### src/rtl/cpu_pkg.sv
// Shared definitions for the 8-bit accumulator CPU: opcode encodings,
// sequencer phase numbers and the ALU-opcode classifier.
package cpu_pkg;

  // Opcode encodings (3-bit opcode field of the instruction word)
  localparam logic [2:0] OP_HLT = 3'b000;
  localparam logic [2:0] OP_SKZ = 3'b001;
  localparam logic [2:0] OP_ADD = 3'b010;
  localparam logic [2:0] OP_AND = 3'b011;
  localparam logic [2:0] OP_XOR = 3'b100;
  localparam logic [2:0] OP_LDA = 3'b101;
  localparam logic [2:0] OP_STO = 3'b110;
  localparam logic [2:0] OP_JMP = 3'b111;

  // Sequencer phases, one instruction per full 0..7 sweep
  localparam logic [2:0] PH_INST_ADDR  = 3'd0;
  localparam logic [2:0] PH_INST_FETCH = 3'd1;
  localparam logic [2:0] PH_INST_LOAD  = 3'd2;
  localparam logic [2:0] PH_IDLE       = 3'd3;
  localparam logic [2:0] PH_OP_ADDR    = 3'd4;
  localparam logic [2:0] PH_OP_FETCH   = 3'd5;
  localparam logic [2:0] PH_ALU_OP     = 3'd6;
  localparam logic [2:0] PH_STORE      = 3'd7;

  // Opcodes that read an operand from data memory into the accumulator path
  function automatic logic is_aluop(input logic [2:0] op);
    return (op == OP_ADD) || (op == OP_AND) || (op == OP_XOR) || (op == OP_LDA);
  endfunction

endpackage

### src/rtl/cpu_controller.sv
// Eight-phase sequencer and control decoder for the accumulator CPU.
// The opcode is latched when leaving IDLE because the instruction memory
// output follows PC once the PC increments in OP_ADDR.
module cpu_controller
  import cpu_pkg::*;
#(
  parameter int OP_W    = 3,
  parameter int PHASE_W = 3
) (
  input  logic               Clk,
  input  logic               Reset,
  input  logic               Enable,
  input  logic [OP_W-1:0]    Opcode,
  input  logic               Zero,
  output logic               Sel,
  output logic               Rd,
  output logic               Ld_ir,
  output logic               Inc_pc,
  output logic               Ld_pc,
  output logic               Ld_ac,
  output logic               Data_e,
  output logic               Wr,
  output logic               Halt,
  output logic [PHASE_W-1:0] Phase
);

  logic [PHASE_W-1:0] r_phase;
  logic [OP_W-1:0]    r_op;
  logic               r_zero;
  logic               r_halt;
  logic               w_adv;
  logic               w_alu;
  logic               w_sto;
  logic               w_jmp;
  logic               w_skz;
  logic               w_hlt;

  assign w_adv  = Enable && !r_halt;
  assign w_alu  = is_aluop(r_op);
  assign w_sto  = (r_op == OP_STO);
  assign w_jmp  = (r_op == OP_JMP);
  assign w_skz  = (r_op == OP_SKZ);
  assign w_hlt  = (r_op == OP_HLT);
  assign Halt   = r_halt;
  assign Phase  = r_phase;

  // Phase counter plus opcode, zero-flag and halt capture on their phase exits
  always_ff @(posedge Clk or posedge Reset) begin
    if (Reset) begin
      r_phase <= '0;
      r_op    <= '0;
      r_zero  <= 1'b0;
      r_halt  <= 1'b0;
    end else if (w_adv) begin
      r_phase <= r_phase + 1'b1;
      if (r_phase == PH_IDLE)
        r_op <= Opcode;
      if (r_phase == PH_ALU_OP)
        r_zero <= Zero;
      if ((r_phase == PH_OP_ADDR) && w_hlt)
        r_halt <= 1'b1;
    end
  end

  // Strobe decode from phase and latched opcode; halt forces every strobe low
  always_comb begin
    Sel    = 1'b0;
    Rd     = 1'b0;
    Ld_ir  = 1'b0;
    Inc_pc = 1'b0;
    Ld_pc  = 1'b0;
    Ld_ac  = 1'b0;
    Data_e = 1'b0;
    Wr     = 1'b0;
    case (r_phase)
      PH_INST_ADDR: begin
        Sel = 1'b1;
      end
      PH_INST_FETCH: begin
        Sel = 1'b1;
        Rd  = 1'b1;
      end
      PH_INST_LOAD, PH_IDLE: begin
        Sel   = 1'b1;
        Rd    = 1'b1;
        Ld_ir = 1'b1;
      end
      PH_OP_ADDR: begin
        Inc_pc = !w_hlt;
      end
      PH_OP_FETCH: begin
        Rd = w_alu;
      end
      PH_ALU_OP: begin
        Rd     = w_alu;
        Data_e = w_sto;
        Ld_pc  = w_jmp;
      end
      PH_STORE: begin
        Rd     = w_alu;
        Ld_ac  = w_alu;
        Wr     = w_sto;
        Data_e = w_sto;
        Ld_pc  = w_jmp;
        Inc_pc = w_skz && r_zero;
      end
      default: begin
        Sel = 1'b0;
      end
    endcase
    if (r_halt) begin
      Sel    = 1'b0;
      Rd     = 1'b0;
      Ld_ir  = 1'b0;
      Inc_pc = 1'b0;
      Ld_pc  = 1'b0;
      Ld_ac  = 1'b0;
      Data_e = 1'b0;
      Wr     = 1'b0;
    end
  end

endmodule

### config.mk
export PLATFORM = sky130hd
export DESIGN_NAME = cpu_controller
export DESIGN_NICKNAME = d
export VERILOG_FILES = /design/src/rtl/cpu_pkg.sv /design/src/rtl/cpu_controller.sv
export SDC_FILE = /design/constraint.sdc
export NUM_CORES = 1
export LEC_CHECK = 0
export ABC_AREA = 1
export BUFFER_PORTS_ARGS = -buffer_cell sky130_fd_sc_hd__buf_4
export CORE_AREA = 2 2 39 41
export CTS_CLUSTER_SIZE = 10
export DETAILED_ROUTE_END_ITERATION = 10
export DIE_AREA = 0 0 41 43
export PLACE_DENSITY = 0.77
export SYNTH_ARGS = -nofsm -noshare
export SYNTH_HDL_FRONTEND = slang
export SYNTH_SLANG_ARGS = --single-unit
### constraint.sdc
create_clock -name Clk -period 3.58 [get_ports Clk]
set_input_delay 0.716 -clock Clk [delete_from_list [all_inputs] [get_ports Clk]]
set_output_delay 0.716 -clock Clk [all_outputs]
set_load 0.05 [all_outputs]
==> metrics.md <==
| Metric | Value |
|---|---|
| Outcome | complete, no violations |
| Yosys warnings | 0 |
| Internal | 0.1332 mW |
| Synth Area in Compound Gates | 0.08534 |
| # setup viols final | 0 |
| Synth cell types | 17 |
| CTS Buf Count | 3 |
| Global-route wire length before repair | 2194 um |
| Final setup TNS | 0 ns |
| Worst r2r dst | r_zero |
| Arr. time, crit path | 1.69 ns |
| Class of the most critical setup path | register to output pin |
| Share of layout cells above drive strength 1 | 0.2990 |
| Post-CTS Setup Bufs | 0 |
| CP endpoint kind | output pin |
| Insertion delay to the later sink of the worst-skew pair | 0.26 ns |
| Number of port buffers | 18 |
| Total net switching power | 0.03609 mW |
| Inserted Diodes | 0 |
| Die area | 0.001763 sq mm |
| Post-Route WL | 1341 um |
| Power Dens Cells | 225.8 mW/mm^2 |
| Sequential-to-total area share from yosys stat | 0.3501 |
| Die height | 43 um |
| CTS tree | yes |
| Drt drc | 0 |
| Clk pwr share | 0.423 |
| Initial DRC Count | 13 |
| XOR/XNOR Fraction of Synth Area | 0.01532 |
| # hold bufs at CTS | 0 |
| Crit path to | Rd |
| Reg2Reg Depth | 5 |
| Most frequent cell after synthesis | nand2_1 |
| Yosys reg bits | 8 |
| Initial core utilization | 0.4132 |
| Most used flip-flop cell after synthesis | dfrtp_1 |
| Number of synthesized flops with an enable pin | 0 |
| Mapped Avg Cell Area | 7.524 sq um |
| Drt wl/cell | 11.87 um |
| Comb power frac | 0.043 |
| GRT Total Usage | 0.1903 |
| Largest family of logic cells by synthesized area | simple AND/OR/NAND/NOR gates |
| Final count of pins violating max slew | 0 |
| Final Net Count | 113 |
| Sw Share | 0.2132 |
| Setup WS pre-CTS | 1.434 ns |
| Std cell rows | 14 |
| DRT Pass-1 Iters | 4 |
| Resize count post-CTS | 0 |
| Vias per cell | 4.982 |
| Area delta synth->final | 31.07% |
| Post-DP HPWL | 1100 um |
| Top post-synthesis cells by area | dfrtp_1, ha_1, nand2_1, nand3_1, inv_1 |
| Cell taking the most area after synthesis | dfrtp_1 |
| Crit path max fanout | 4 |
| CP Data Required Time | 2.86 ns |
| Synth Area in Simple Gates | 0.3129 |
| Grt ovf | 0 |
| Syn Inst Count | 76 |
| Total of max-cap violations | 0 |
| Pleak | 0.4149 nW |
| Chip width | 41 um |
| Vias post-DR | 563 |
| Top cell type's share of synthesized area | 0.3501 |
| Post-route ant nets | 0 |
| Worst r2r src | Phase[0] |
| Tmin final | 2.408 ns |
| H-Tree Depth | 1 |
| Clock skew | 0.009380 ns |
| Worst setup path start | Phase[0] |
| Cell area after layout | 749.5 sq um |
| Synth top cells by count | nand2_1, inv_1, nor2_1 |
| Worst setup SP type | register |
| Pin count of the biggest net entering global routing | 10 |
| Sequential share of power | 0.534 |
| R2R Setup Slk | 2.37 ns |
| Synth Area in Adders | 0.1532 |
| Clock Root Buffer | clkbuf_4 |
| VDD IR max | 0.1538 mV |
| Initial antenna violation count | 0 |
| Slew Limit Headroom | 0.7830 |
| Core footprint | 0.001384 sq mm |
| I/O Pins | 19 |
| Fin Hold WS | 0.4054 ns |
| Post-Syn Area | 571.8 sq um |
| Number of global-route vias before repair | 529 |
| Fmax | 415.3 MHz |
| Mux share of post-synthesis cell area | 0 |
| Synth async-reset ratio | 1.000 |
| Setup slack after layout | 1.172 ns |
| RSZ-0062 raised after global routing | false |
| Clock sink count | 8 |
| Worst hold path class | primary input to async pin |
| Worst slew pin tran | 0.3252 ns |
| DP Area | 726.9 sq um |
| Clock Pin Slew Worst Setup and Hold Paths | 0.06 ns |
| Final period utilization | 0.6725 |
| Clk buf depth | 2 |
| Synthesized Nets | 90 |
| Final Hold Fails | 0 |
| GP Congestion | 0.7510 |
critical path, cell delays in order, from the launching register on:
cell and delay (ns):
dfrtp_1 0.41, ha_1 0.23, ha_1 0.25, inv_1 0.09
nand2_1 0.05, nor2_1 0.12, a21oi_1 0.09, buf_4 0.19
sequential cells by signal, indices dropped and copies added, names as in the netlist:
signal / flops
r_zero: 1
Phase: 3
Halt: 1
r_op: 3
per-stage QoR:
| step | total power, mW | std cells | utilization |
|---|---|---|---|
| floorplan | 0.09351 | 76 | - |
| CTS | 0.1729 | 113 | 0.5416 |
| global route | 0.1763 | 113 | 0.5416 |
| detailed placement | 0.09967 | 110 | 0.5253 |
| finish | 0.1693 | 113 | 0.5416 |
| global placement | 0.09958 | 110 | 0.5253 |
worst min path at each step:
stage	start	endpoint	slack, ns
after floorplan	r_zero	r_zero	0.46
after global placement	r_zero	r_zero	0.48
after detailed placement	r_op[2]	r_op[2]	0.49
after CTS	Reset	r_zero	0.42
after global routing	Reset	r_op[2]	0.44
final	Reset	Phase[1]	0.41
layout by cell type (no fill, tap or decap), types with 3 or more instances in the layout:
master | netlist | routed
ha_1 | 7 | 7
dfrtp_1 | 8 | 8
buf_4 | 0 | 18
o21ai_0 | 3 | 3
inv_1 | 9 | 9
clkbuf_4 | 0 | 3
a21oi_1 | 4 | 4
nand3_1 | 8 | 8
nand2_1 | 17 | 17
nor2_1 | 9 | 9
power by group through the flow:
| stage | clock [mW] | combinational, mW | sequential, mW |
|---|---|---|---|
| after floorplan | 0 | 0.00143 | 0.0921 |
| after global placement | 0 | 0.00751 | 0.0921 |
| after detailed placement | 0 | 0.00760 | 0.0921 |
| after CTS | 0.0749 | 0.00761 | 0.0904 |
| after global routing | 0.0779 | 0.00799 | 0.0904 |
| final | 0.0715 | 0.00726 | 0.0905 |
routing by layer:
layer / global-route usage / share of wire / wire (um) / vias up
li1: - / - / - / 284
met1: 0.2145 / 0.43 / 577 / 261
met2: 0.3000 / 0.51 / 679 / 14
met3: 0.04712 / 0.038 / 51 / 4
met4: 0.1200 / 0.025 / 33 / 0
met5: 0 / 0 / 0 / -
cell families after synthesis:
| logic type | count (synthesis) |
|---|---|
| buffers and inverters | 12 |
| XOR/XNOR | 1 |
| adder cells (fa/ha/maj) | 7 |
| flip-flops | 8 |
| AND/OR/NAND/NOR | 39 |
| AO/OA/AOI/OAI | 9 |
cell type report:
| class | instances | area (sq um) |
|---|---|---|
| sequential | 8 | 200.2 |
| clock buffer | 3 | 22.52 |
| multi-input combinational | 56 | 324.1 |
| fill | 138 | 634.4 |
| timing repair buffer | 18 | 135.1 |
| inverter | 12 | 47.55 |
| tap | 16 | 20.02 |
No activity file was read; power rests on OpenSTA's default activity.
